## config.mk

```make
export PLATFORM = sky130hd
export DESIGN_NAME = mtimer_clint
export DESIGN_NICKNAME = d
export VERILOG_FILES = /design/src/rtl/mtimer_pkg.sv /design/src/rtl/mtimer_prescaler.sv /design/src/rtl/mtimer_clint.sv
export SDC_FILE = /design/constraint.sdc
export NUM_CORES = 1
export LEC_CHECK = 0
export ABC_AREA = 1
export BUFFER_PORTS_ARGS = -buffer_cell sky130_fd_sc_hd__buf_4
export CAP_MARGIN = 15
export CORE_UTILIZATION = 61
export DETAILED_ROUTE_END_ITERATION = 7
export PLACE_DENSITY = 0.93
export SYNTH_ARGS = -nofsm -noshare
export SYNTH_HDL_FRONTEND = slang
export SYNTH_SLANG_ARGS = --single-unit
```

## constraint.sdc

```tcl
create_clock -name clk -period 2.2 [get_ports clk]
set_input_delay 0.33 -clock clk [delete_from_list [all_inputs] [get_ports clk]]
set_output_delay 0.33 -clock clk [all_outputs]
set_load 0.01 [all_outputs]
```

## src/rtl/mtimer_pkg.sv

```systemverilog
// Shared register-map constants for the mtimer_clint machine-timer block.
package mtimer_pkg;

  localparam logic [15:0] MTIMECMP_OFS   = 16'h4000;
  localparam logic [15:0] MTIME_LO_OFS   = 16'hBFF8;
  localparam logic [15:0] MTIME_HI_OFS   = 16'hBFFC;
  localparam int          CMP_STRIDE     = 8;
  localparam logic [31:0] RDATA_UNMAPPED = 32'hFFFF_FFFF;

  // Offset of the lo (hi=0) or hi (hi=1) word of compare channel idx.
  function automatic logic [15:0] cmp_ofs(input int idx, input logic hi);
    return MTIMECMP_OFS + 16'(CMP_STRIDE * idx) + (hi ? 16'd4 : 16'd0);
  endfunction

endpackage

```

## src/rtl/mtimer_prescaler.sv

```systemverilog
// Divides clk down to a one-cycle mtime increment strobe every PRESCALE cycles.
module mtimer_prescaler #(
  parameter int PRESCALE = 1
) (
  input  logic clk,
  input  logic rstn,
  output logic tick
);

  localparam int CW = (PRESCALE > 1) ? $clog2(PRESCALE) : 1;
  localparam logic [CW-1:0] LAST = CW'(PRESCALE - 1);

  logic [CW-1:0] cnt_q, cnt_d;

  // With PRESCALE=1 the counter is pinned at 0 and tick is permanently high.
  assign tick  = (cnt_q == LAST);
  assign cnt_d = tick ? '0 : cnt_q + 1'b1;

  always_ff @(posedge clk or negedge rstn) begin
    if (!rstn) cnt_q <= '0;
    else       cnt_q <= cnt_d;
  end

endmodule

```

## src/rtl/mtimer_clint.sv

```systemverilog
// Memory-mapped 64-bit mtime with NUM_CMP mtimecmp channels and registered irqs.
// Build option MTIMER_ATOMIC_READ_EN: lo-half read latches a hi-half shadow.
module mtimer_clint
  import mtimer_pkg::*;
#(
  parameter logic [31:0] BASE_ADDR = 32'h4400_0000,
  parameter int          NUM_CMP   = 2,
  parameter int          PRESCALE  = 1
) (
  input  logic               clk,
  input  logic               rstn,
  input  logic               mem_valid,
  input  logic               mem_write,
  input  logic [3:0]         mem_wmask,
  input  logic [31:0]        mem_wdata,
  input  logic [31:0]        mem_addr,
  output logic [31:0]        mem_rdata,
  output logic               mem_sel,
  output logic [NUM_CMP-1:0] irq_timer,
  output logic [63:0]        mtime_o
);

  logic        hit, rd_en, wr_en, tick;
  logic [15:0] ofs;
  logic [31:0] mtime_hi_rd;

  logic [63:0]               mtime_q, mtime_d;
  logic [NUM_CMP-1:0][63:0]  cmp_q, cmp_d;
  logic [NUM_CMP-1:0]        irq_q, irq_d;
  logic [31:0]               rdata_q, rdata_d;
  logic                      sel_q;

  assign hit   = mem_valid && (mem_addr[31:16] == BASE_ADDR[31:16]);
  assign ofs   = mem_addr[15:0];
  assign rd_en = hit && !mem_write;
  assign wr_en = hit && mem_write && (mem_wmask == 4'b1111);

  mtimer_prescaler #(.PRESCALE(PRESCALE)) u_prescaler (
    .clk  (clk),
    .rstn (rstn),
    .tick (tick)
  );

`ifdef MTIMER_ATOMIC_READ_EN
  logic [31:0] shadow_q;

  always_ff @(posedge clk or negedge rstn) begin
    if (!rstn)                              shadow_q <= '0;
    else if (rd_en && ofs == MTIME_LO_OFS)  shadow_q <= mtime_q[63:32];
  end

  assign mtime_hi_rd = shadow_q;
`else
  assign mtime_hi_rd = mtime_q[63:32];
`endif

  // A software write to either half replaces the whole increment for that edge.
  always_comb begin
    mtime_d = tick ? mtime_q + 64'd1 : mtime_q;
    if (wr_en && ofs == MTIME_LO_OFS) mtime_d = {mtime_q[63:32], mem_wdata};
    if (wr_en && ofs == MTIME_HI_OFS) mtime_d = {mem_wdata, mtime_q[31:0]};
  end

  always_comb begin
    cmp_d = cmp_q;
    irq_d = '0;
    for (int i = 0; i < NUM_CMP; i++) begin
      if (wr_en && ofs == cmp_ofs(i, 1'b0)) cmp_d[i][31:0]  = mem_wdata;
      if (wr_en && ofs == cmp_ofs(i, 1'b1)) cmp_d[i][63:32] = mem_wdata;
      irq_d[i] = (mtime_q >= cmp_q[i]);
    end
  end

  always_comb begin
    rdata_d = rdata_q;
    if (rd_en) begin
      rdata_d = RDATA_UNMAPPED;
      if (ofs == MTIME_LO_OFS) rdata_d = mtime_q[31:0];
      if (ofs == MTIME_HI_OFS) rdata_d = mtime_hi_rd;
      for (int i = 0; i < NUM_CMP; i++) begin
        if (ofs == cmp_ofs(i, 1'b0)) rdata_d = cmp_q[i][31:0];
        if (ofs == cmp_ofs(i, 1'b1)) rdata_d = cmp_q[i][63:32];
      end
    end
  end

  always_ff @(posedge clk or negedge rstn) begin
    if (!rstn) begin
      mtime_q <= '0;
      cmp_q   <= '1;
      irq_q   <= '0;
      rdata_q <= '0;
      sel_q   <= 1'b0;
    end else begin
      mtime_q <= mtime_d;
      cmp_q   <= cmp_d;
      irq_q   <= irq_d;
      rdata_q <= rdata_d;
      sel_q   <= hit;
    end
  end

  assign mem_rdata = rdata_q;
  assign mem_sel   = sel_q;
  assign irq_timer = irq_q;
  assign mtime_o   = mtime_q;

endmodule
```

# Word-level counts from Yosys, hierarchy flattened
# Cells that the tools add are included.
# W data, S select, Z words.
[op_classes]
add_sub_neg = 2
n_lt_le_gt_ge = 2
n_eq_ne = 11
muxes = 10
bitwise = 1
reduce_logical = 13
[op_table]
columns = ["op", "count"]
rows = [
  ["$mux W32", 6],
  ["$mux W64", 3],
  ["$ge A64 B64 Y1", 2],
  ["$eq A16 B15 Y1 const B", 5],
  ["$add A64 B1 Y64 const B", 1],
  ["$eq A16 B16 Y1 const B", 2],
  ["$logic_and A1 B1 Y1", 10],
  ["$eq A4 B4 Y1 const B", 1],
  ["$ne A2 B2 Y1 const B", 2],
  ["$reduce_and A2 Y1", 2],
  ["$ne A2 B1 Y1 const B", 1],
  ["$add A1 B1 Y1 const B", 1],
  ["$logic_not A1 Y1", 1],
  ["$mux W1", 1],
  ["$not A1 Y1", 1],
]
[word_totals]
regBits = 228
inputBits = 72
output_inout_bits = 99
word_cells = 49

# Logic depth before layout (Yosys ltp)
[logic_depth]
depth_word = 7
depth_mapped = 15
mapped_depth_nobuf = 15

# By module
# From an unflattened synthesis, not the netlist that was laid out.
[unflattened]
cells_unflattened = 2357
hier_area_um2 = 16199.3
[modules_own_cells]
columns = ["mod", "instances", "cells_each", "area_per_inst_um2"]
rows = [
  ["mtimer_clint", 1, 2355, 16188.0],
  ["mtimer_prescaler", 1, 2, 11.3],
]

# Worst setup path after synthesis
# Ideal clock, no wire load.
[synth_timing]
path_type = "register to register"
start = "register mtime_q[1], in the netlist mtime_o[1]"
end = "register mtime_q[58], in the netlist mtime_o[58]"
setup_ns = 0.117
t_arrival_ns = 1.757
required_time_ns = 2.083
path_slack_ns = 0.327
path_stages_with_launch = 11
n_path_buf = 0
synth_period_minus_slack_ns = 1.873
path_cell_list = "dfrtp_1 ha_1 nand2_1 nor2_4 nand3b_1 nor2_1 nand4_1 nor2_1 nand3_1 nand2_1 nand2_1"
[synth_via]
elab_chain_len = 4
[synth_rtl]
columns = ["item", "line", "rtl"]
rows = [
  ["from (decl)", "mtimer_clint.sv:27", "logic [63:0] mtime_q, mtime_d;"],
  ["from (signal assigned)", "mtimer_clint.sv:95", "mtime_q <= mtime_d;"],
  ["$add A64 B1 Y64", "mtimer_clint.sv:59", "mtime_d = tick ? mtime_q + 64'd1 : mtime_q;"],
  ["$mux W64", "mtimer_clint.sv:59", ""],
  ["$mux W64", "mtimer_clint.sv:60", "if (wr_en && ofs == MTIME_LO_OFS) mtime_d = {mtime_q[63:32], mem_wdata};"],
  ["$mux W64", "mtimer_clint.sv:61", "if (wr_en && ofs == MTIME_HI_OFS) mtime_d = {mem_wdata, mtime_q[31:0]};"],
]
# Every way passes these cells. The select of a mux whose other input is x is not followed.
# A chain may end at the register's enable or synchronous reset.

# Worst setup path in the final report
[layout_timing]
start = "register mtime_q[14], in the netlist mtime_o[14]"
end = "register irq_q[0], in the netlist irq_timer[0]"
[layout_via]
elab_chain_len = 1
[layout_rtl]
columns = ["item", "line", "rtl"]
rows = [
  ["$ge A64 B64 Y1", "mtimer_clint.sv:70", "irq_d[i] = (mtime_q >= cmp_q[i]);"],
  ["via irq_d[0]", "mtimer_clint.sv:29", "logic [NUM_CMP-1:0] irq_q, irq_d;"],
  ["to (signal assigned)", "mtimer_clint.sv:97", "irq_q <= irq_d;"],
  ["to (decl)", "mtimer_clint.sv:29", ""],
]
# The timed path passes the listed nets, and every way through them passes these cells.

==> summary.txt <==
Detailed routing
  – Detailed Route Iter0 Violations: approximately 2.7k
  – Met3 routed WL: 10100 microns
  – DRT Pass-1 Iters: 7
  – DRT met1 WL: about 25000 microns
  – Routed Antenna Nets: 0
  – Via-to-Cell Ratio: ~6.4
  – Wire per inst: around 24 microns
  – Final wirelength: around 72000 microns
  – DR vias: approximately 19k
  – WL met2: 31200 microns
  – # DRC: 0
  – Top sig layer: met4

Logic synthesis
  – Main synth FF type: dfstp_2
  – Synth Area per Inst: a little under 7 sq um
  – Netlist cell types: about 40
  – Post-Synthesis Cell Area: 16600 sq um
  – Async set-or-reset flop fraction in the synthesized netlist: 1.00
  – Syn Inst Count: about 2.4k
  – Syn. warnings: 0
  – Count of state elements after synthesis: ~230
  – Post-synthesis sequential area ratio: 0.352
  – Synthesized Nets: around 2.6k
  – Post-synth EDFFs: 0

Floorplanning
  – Core ar.: around 27000 sq um
  – Die X-Extent: 167 microns
  – I/O pins: 171
  – Die area: 27900 sq um
  – Die Height: between 150 and 200 microns
  – Initial Utilization: 0.620
  – Cell row count: 60

Setup path
  – Critical path class: reg -> reg
  – CP required: between 2 and 3 ns
  – Crit start category: register
  – Crit path arrival time: 2.70 ns
  – Worst Setup End Kind: register
  – Worst Reg-to-Reg Cells: 10
  – Critical path peak fanout: 6

Status
  – Outcome: finished, violations left
  – Violated checks: negative setup slack

Power
  – Pwr dens: 455 nW/um^2
  – P_leak: 0.00942 uW
  – Maximum vdd drop: ~700 uV

Timing
  – Setup Viol. Count Final: 1
  – Least-Margin Pin Slew: ~0.77 ns
  – Fin. Hold Viols: 0
  – Tcrit/Tclk final: 1.03
  – Clock Skew: about 0.032 ns
  – Tmin final: approximately 2.3 ns
  – Fmax: approximately 440 MHz
  – Worst slew margin: 0.483
  – RSZ-0062 raised after global routing: true
  – Max Slew Vio Count: 0
  – Final setup margin: -0.0602 ns

Clock network
  – Clock root buffer: clkbuf_16
  – Worst skew pair latency: between 0.5 and 0.6 ns
  – H-tree level count: 1
  – Clock-pin slew on the worst setup and hold paths: approximately 0.070 ns
  – Clock Tree Buf Depth: 3
  – Clock buffer count from CTS: 26
  – CTS tree: built
  – CTS sink count: roughly 230

Layout
  – Fraction of layout instances using a drive strength above 1: 0.209
  – Post-route core utilization: 0.756
  – FILL cells: 1897
  – Layout Cells excl Fill: 3039
  – N_diodes: 0
  – Final nets: ~2.9k
  – Area growth, synth to finish: 21.9%

Global routing
  – Largest net degree at the start of global routing: 65
  – GR Overflow Total: 0
  – GRT Overall Usage: 0.511
  – First-pass GRT wire length: ~110000 microns
  – Initial antenna violation count: 1
  – Vias in the first global route: around 19k

Placed design
  – Dpl cells: 2989
  – PortBufs: 170
  – Post-DP HPWL: between 50000 and 60000 microns
  – RD Place Congestion: approximately 1.1

Flow run
  – # Max-Cap Violations: 0

Min path
  – Hold/Removal Path Class: in -> reg
  – Hold path cells: 3
-- flip-flops by register name (all words and copies together), names as in the netlist --
register,flops
irq_timer,2
cmp_q,128
mem_rdata,32
mem_sel,1
mtime_o,64
-- cell usage in the layout, fill, tap and decap left out, drive strengths merged, types with 4 or more instances in the layout --
| cell type | netlist | layout |
|---|---|---|
| nand2 | 698 | 698 |
| nand3b | 10 | 10 |
| o211ai | 28 | 28 |
| and2 | 6 | 6 |
| nor2 | 280 | 280 |
| o21ai | 234 | 234 |
| buf | 35 | 309 |
| dfstp | 128 | 128 |
| nor4 | 4 | 4 |
| o21a | 7 | 7 |
| xor2 | 16 | 16 |
| nor3 | 19 | 19 |
| nand3 | 166 | 166 |
| a21oi | 69 | 69 |
| clkbuf | 43 | 34 |
| dfrtp | 99 | 99 |
| nand4 | 88 | 88 |
| ha | 129 | 129 |
| clkinv | 1 | 9 |
| inv | 346 | 346 |
-- final timing paths --
check                      slack [ns]       endpoint         start
hold reg to reg                  0.48      cmp_q[72]     cmp_q[72]
min in group asynchronous        0.36  mem_rdata[10]          rstn
max in group asynchronous        1.09      cmp_q[54]          rstn
setup reg to reg                -0.06   irq_timer[0]   mtime_o[14]
setup / recovery                -0.06   irq_timer[0]   mtime_o[14]
hold / removal                   0.02    mtime_o[39]  mem_wdata[7]
-- logic make-up after synthesis --
| kind of cell | count (synthesis) | share of synthesized area |
|---|---|---|
| AOI/OAI and AO/OA | 344 | 0.113 |
| xor gates and xnor gates | 19 | 0.0100 |
| adders and majority gates | 129 | 0.0971 |
| buffers and inverters | 425 | 0.100 |
| DFF | 227 | 0.352 |
| and+or+nand+nor | 1274 | 0.328 |
-- power by group --
| part | leakage, uW | internal [uW] | switching (uW) |
|---|---|---|---|
| sequential | 0.00266 | 4190 | 0.132 |
| combinational | 0.00632 | 130 | 251 |
| clock | 0.000439 | 2720 | 1930 |
-- synthesized netlist by cell type, types with 5 or more instances --
| library cell | instances | area (sq um) |
|---|---|---|
| nand2_1 | 690 | 2590 |
| inv_1 | 338 | 1270 |
| nor2_1 | 269 | 1010 |
| o21ai_0 | 169 | 846 |
| nand3_1 | 161 | 806 |
| ha_1 | 129 | 1610 |
| dfstp_2 | 128 | 3360 |
| dfrtp_1 | 99 | 2480 |
| nand4_1 | 87 | 544 |
| a21oi_1 | 69 | 345 |
| o21ai_1 | 64 | 320 |
| clkbuf_1 | 43 | 161 |
| buf_2 | 24 | 120 |
| o211ai_1 | 18 | 135 |
| nor3_1 | 17 | 85.1 |
| xor2_1 | 16 | 140 |
| nand3b_1 | 10 | 75.1 |
| o211ai_2 | 10 | 125 |
| inv_2 | 8 | 30.0 |
| nand2_2 | 8 | 50.1 |
| o21a_1 | 7 | 52.6 |
| and2_1 | 6 | 37.5 |
| buf_4 | 6 | 45.0 |
| nor2_2 | 5 | 31.3 |
| nor2_4 | 5 | 56.3 |
-- metrics by stage --
stage / hold slack, ns / TNS [ns] / setup WS [ns] / instance area (sq um) / total power [uW]
finish: 0.0192 / -0.0602 / -0.0602 / 20300 / 9220
global route: 0.0344 / -0.0458 / -0.0425 / 20300 / 9320
CTS: 0.0206 / 0 / 0.0128 / 20100 / 9160
detailed placement: 0.339 / -0.264 / -0.113 / 19200 / 4620
global placement: 0.334 / -0.197 / -0.0993 / 19200 / 4610
floorplan: 0.0344 / 0 / 0.327 / 16600 / 4330
-- repair_timing --
item / 4_1_cts / 5_1_grt
setup endpoints to repair: 2 / 7
hold buffers: 1 / 0
setup buffers: 0 / 1
resized for setup: 5 / 30
cloned: 0 / 0
endpoints found under the hold margin: 34 / 0
pin swaps: 2 / 5
-- area by class of cell --
class | instances | area, sq um | share of cell area
clock buffers | 34 | 742 | 0.0366
clock inverters | 14 | 153 | 0.00754
inverters | 347 | 1300 | 0.0644
multi-input cells | 1766 | 9230 | 0.456
flip-flops and latches | 227 | 5850 | 0.289
well taps | 341 | 427 | 0.0211
repair buffers | 310 | 2550 | 0.126
-- worst max-delay path: stages (launching register included) --
cell,delay (ns)
dfrtp_1,0.50
buf_4,0.21
ha_1,0.19
a21oi_1,0.27
o21ai_0,0.17
a21oi_2,0.38
nand2_2,0.19
nand2_1,0.09
nand2_1,0.05
nand2_1,0.06
nand3_1,0.06
-- layer usage --
layer / vias to the layer above / global-route usage
met5: - / 0
met4: 0 / 0.318
met3: 445 / 0.131
met2: 1684 / 0.800
met1: 8974 / 0.631
li1: 8315 / -
(Power assumes the default switching activity.)
